<file path="src/rtl/dm_dump_reader.sv">
// Streams a contiguous (wrapping) range of data-RAM words out over a valid/ready port.
// One RAM read per word; each word goes FETCH -> CAPTURE -> SEND.
module dm_dump_reader #(
  parameter int AW = 10,
  parameter int DW = 32
) (
  input  logic          clk,
  input  logic          reset,
  input  logic          start,
  input  logic [AW-1:0] base_addr,
  input  logic [AW:0]   count,
  output logic          ram_re,
  output logic [AW-1:0] ram_addr,
  input  logic [DW-1:0] ram_rdata,
  output logic          out_valid,
  input  logic          out_ready,
  output logic [AW-1:0] out_addr,
  output logic [DW-1:0] out_data,
  output logic          busy,
  output logic          done
);

  typedef enum logic [2:0] {
    IDLE    = 3'd0,
    FETCH   = 3'd1,
    CAPTURE = 3'd2,
    SEND    = 3'd3,
    FIN     = 3'd4
  } state_t;

  localparam logic [AW-1:0] PTR_ONE = AW'(1);
  localparam logic [AW:0]   REM_ONE = (AW+1)'(1);
  localparam logic [AW:0]   REM_ZERO = '0;

  state_t        state;
  logic [AW-1:0] ptr;
  logic [AW:0]   remaining;

  // ptr is a free-running modulo-2^AW counter, so a full 1024-word dump wraps naturally.
  assign ram_addr = ptr;
  assign busy     = (state != IDLE);

  always_ff @(posedge clk or negedge reset) begin
    if (!reset) begin
      state     <= IDLE;
      ptr       <= '0;
      remaining <= '0;
      ram_re    <= 1'b0;
      out_valid <= 1'b0;
      out_addr  <= '0;
      out_data  <= '0;
      done      <= 1'b0;
    end else begin
      done <= 1'b0;
      case (state)
        IDLE: begin
          if (start) begin
            if (count != REM_ZERO) begin
              ptr       <= base_addr;
              remaining <= count;
              ram_re    <= 1'b1;
              state     <= FETCH;
            end else begin
              state <= FIN;
            end
          end
        end
        FETCH: begin
          ram_re <= 1'b0;
          state  <= CAPTURE;
        end
        CAPTURE: begin
          out_data  <= ram_rdata;
          out_addr  <= ptr;
          out_valid <= 1'b1;
          state     <= SEND;
        end
        SEND: begin
          if (out_ready) begin
            out_valid <= 1'b0;
            remaining <= remaining - REM_ONE;
            ptr       <= ptr + PTR_ONE;
            if (remaining != REM_ONE) begin
              ram_re <= 1'b1;
              state  <= FETCH;
            end else begin
              state <= FIN;
            end
          end
        end
        FIN: begin
          // done is registered on leaving FIN, so the pulse lands two cycles after a count=0 start.
          done  <= 1'b1;
          state <= IDLE;
        end
        default: begin
          ram_re    <= 1'b0;
          out_valid <= 1'b0;
          state     <= IDLE;
        end
      endcase
    end
  end

endmodule

</file>
<file path="config.mk">
export PLATFORM = sky130hd
export DESIGN_NAME = dm_dump_reader
export DESIGN_NICKNAME = d
export VERILOG_FILES = /design/src/rtl/dm_dump_reader.sv
export SDC_FILE = /design/constraint.sdc
export NUM_CORES = 1
export LEC_CHECK = 0
export CORE_MARGIN = 3
export CORE_UTILIZATION = 60
export DETAILED_ROUTE_END_ITERATION = 8
export DONT_BUFFER_PORTS = 1
export GPL_ROUTABILITY_DRIVEN = 1
export HOLD_SLACK_MARGIN = 0.03
export PLACE_DENSITY = 0.82
export REMOVE_ABC_BUFFERS = 1
export SLEW_MARGIN = 20
export SYNTH_ARGS = -nofsm -noshare
export SYNTH_HDL_FRONTEND = slang
export SYNTH_SLANG_ARGS = --single-unit
</file>
<file path="constraint.sdc">
create_clock -name clk -period 2.7 [get_ports clk]
set_clock_uncertainty 0.2 [all_clocks]
set_input_delay 0.54 -clock clk [delete_from_list [all_inputs] [get_ports clk]]
set_output_delay 0.54 -clock clk [all_outputs]
set_load 0.03 [all_outputs]
</file>
==> impl_metrics.env <==
export IMPL_via_count=2363
export IMPL_synthFlopType="dfrtp_1"
export IMPL_multi_input_area_um2=1500
export IMPL_drtIter0Drc=111
export IMPL_coreArea_um2=5240
export IMPL_die_h_um=80.6
export IMPL_p_sw_mw=2.61
export IMPL_yosys_warnings=0
export IMPL_clock_latency_ns=0.34
export IMPL_whs_ns=0.103
export IMPL_fin_crit_ns=2.32
export IMPL_cts_buffers=9
export IMPL_postRouteAntennaNets=0
export IMPL_wl_um=7290
export IMPL_rsz0062_at_grt="no"
export IMPL_cellPowerDensity_nw_per_um2=1530
export IMPL_die_w_um=80.6
export IMPL_end_kind="flop"
export IMPL_io_pins=113
export IMPL_tightest_slew_ns=0.513
export IMPL_grt_max_degree=70
export IMPL_sw_frac_of_total=0.461
export IMPL_ff2ff_setup_slack_ns=0.38
export IMPL_nets=354
export IMPL_cts_root_buffer="clkbuf_8"
export IMPL_io_buffer_count=0
export IMPL_fin_util=0.706
export IMPL_worstHoldEndpoint="state[0]"
export IMPL_tritoncts="yes"
export IMPL_grt_pass1_vias=2352
export IMPL_synthDistinctLibCells=47
export IMPL_synth_area_leader_cell="dfrtp_1"
export IMPL_clockBufferDepth=2
export IMPL_hpwl_um=5170
export IMPL_cp_max_fo=19
export IMPL_grt_pass1_wl_um=11200
export IMPL_fmax_mhz=431
export IMPL_hold_viol_final=0
export IMPL_hp_class="primary input to flop"
export IMPL_clkPwrFrac=0.177
export IMPL_routabilityCongestion=0.804
export IMPL_seq_area_frac_synth=0.517
export IMPL_grt_use_total=0.228
export IMPL_overflow=0
export IMPL_p_seq_frac=0.503
export IMPL_drive_gt1_frac=0.288
export IMPL_pwr_share_comb=0.320
export IMPL_power_mw=5.66
export IMPL_slew_viol_final=0
export IMPL_max_slew_margin=0.658
export IMPL_cp_arrival_ns=2.38
export IMPL_worstSetupStartpointType="flop"
export IMPL_syn_avg_cell_area_um2=11.6
export IMPL_worst_hold_startpoint="out_ready"
export IMPL_min_path_cells=1
export IMPL_critical_path_class="flop to flop"
export IMPL_drt_wirelength_per_cell_um=19.7
export IMPL_clk_pin_slew_ns=0.07
export IMPL_fin_crit_sh=0.859
export IMPL_grt_antenna_before_repair=0
export IMPL_synthTopCellsByArea="dfrtp_1 52%, mux2_2 15%, o2bb2ai_1 3.4%, a21oi_1 2.4%, nand3_2 1.8%"
export IMPL_syn_area_um2=3340
export IMPL_avgViaCountPerCell=6.40
export IMPL_h_tree_depth=3
export IMPL_synthCells=287
export IMPL_dr_pass1_iters=4
export IMPL_synth_edf_count=0
export IMPL_finalSetupViolations=0
export IMPL_numClockSinks=69
export IMPL_r2r_end="remaining[7]"
export IMPL_cp_required_ns=2.76
export IMPL_reg2reg_depth=4
export IMPL_drc=0
export IMPL_die_area_um2=6500
export IMPL_placementRows=26
export IMPL_place_inst=351
export IMPL_leakage_nw=1.49
export IMPL_cap_viol_max_count=0
export IMPL_n_antenna_cell=0
export IMPL_final_cell_count_no_fill=369
export IMPL_ys_ff_latch=69
export IMPL_synth_top_area_share=0.517
export IMPL_initial_core_util=0.638
export IMPL_n_fill_cell=368
export IMPL_status="completed"
export IMPL_worst_ir_drop_vdd_mv=0.845
export IMPL_async_flop_share=1.00
export IMPL_r2r_start="state[0]"
export IMPL_p_int_mw=3.05
export IMPL_areaGrowthSynthToFinish_pct=10.7
export IMPL_seq_area_um2=1730
kinds of logic after synthesis:
logic type               Yosys count  share of synthesized area
multiplexers                      44                      0.148
buffers and inverters             23                     0.0367
AO/OA/AOI/OAI                     71                      0.144
adder cells (fa/ha/maj)            3                     0.0112
flip-flops                        69                      0.517
XOR/XNOR                           1                    0.00262
AND/OR/NAND/NOR                   76                      0.141
synth_stat cells (all sizes together), types with 2 or more instances:
cell type,n
nor3b,3
clkbuf,9
o21ai,11
mux2,44
or3,4
nand2,11
nor3,8
ha,3
nand2b,3
a21oi,17
nand4,2
a2bb2oi,2
nor2,13
a31oi,6
nor4,6
o211ai,6
nand3b,3
and2,2
dfrtp,69
buf,9
or4,5
a22oi,5
o2bb2ai,13
inv,5
o31ai,4
nand3,12
through the flow:
step	setup slack (ns)	TNS, ns	cell area [µm²]
2_1_floorplan	-0.486	-20.40	3240
3_3_place_gp	0.143	0	3420
3_5_place_dp	0.134	0	3420
4_1_cts	0.364	0	3700
5_1_grt	0.302	0	3700
6_report	0.382	0	3700
worst max path at each step:
stage	from	to	slack, ns	cells past startpoint
2_1_floorplan	state[2]	out_addr[0]	-0.49	3
3_3_place_gp	count[2]	remaining[7]	0.14	4
3_5_place_dp	count[2]	remaining[7]	0.13	4
4_1_cts	state[0]	remaining[7]	0.36	4
5_1_grt	state[0]	remaining[7]	0.30	4
6_report	state[0]	remaining[7]	0.38	4
flip-flops by register name, summed over array words and instances (netlist names):
signal,count
out_addr,10
done,1
out_data,32
out_valid,1
remaining,11
ram_re,1
ram_addr,10
state,3
placed cells by master, fill, tap and decap left out, drive strengths merged, types with 2 or more instances in the layout:
cell type,n
or4,5
nor3,8
bufinv,3
clkinv,2
a2bb2oi,2
nor3b,3
inv,5
nand4,2
dfrtp,69
clkbuf,10
buf,13
o31ai,4
nand3,12
a22oi,5
nand2,11
o21ai,11
nor2,13
nand3b,3
nand2b,3
a31oi,6
a21oi,17
and2,2
or3,4
nor4,6
o2bb2ai,13
ha,3
o211ai,6
mux2,44
power by group through the flow:
stage,combinational [mW],sequential [mW],clock (mW)
2_1_floorplan,1.42,2.71,0
3_3_place_gp,1.71,2.85,0
3_5_place_dp,1.78,2.87,0
4_1_cts,1.82,2.85,1.02
5_1_grt,2.01,2.93,1.05
6_report,1.81,2.84,1.00
cell type report:
| type | count | share of cell area |
|---|---|---|
| flip-flops and latches | 69 | 0.467 |
| inverters | 5 | 0.00507 |
| well taps | 70 | 0.0237 |
| multi-input cells | 195 | 0.405 |
| clock buffers | 10 | 0.0345 |
| clock inverters | 6 | 0.0301 |
| repair buffers | 14 | 0.0345 |
repair_timing:
| item | 4_1_cts | 5_1_grt |
|---|---|---|
| resized for setup | 0 | 0 |
| hold buffers | 2 | 0 |
| hold endpoints to repair | 69 | 0 |
| setup buffers | 0 | 0 |
worst max-delay path, cell delays in order (launching register included):
cell       delay (ns)
dfrtp_1          0.52
or3_1            0.45
or4_4            0.58
nand2_2          0.29
a2bb2oi_1        0.19
per-layer routing:
| layer | track usage | vias up | wire length [µm] |
|---|---|---|---|
| met1 | 0.286 | 1145 | 2870 |
| met2 | 0.366 | 102 | 3690 |
| li1 | - | 1102 | - |
| met4 | 0.0929 | 0 | 136 |
| met3 | 0.0717 | 14 | 590 |
| met5 | 0 | - | 0 |
No activity file was read; power rests on OpenSTA's default activity.
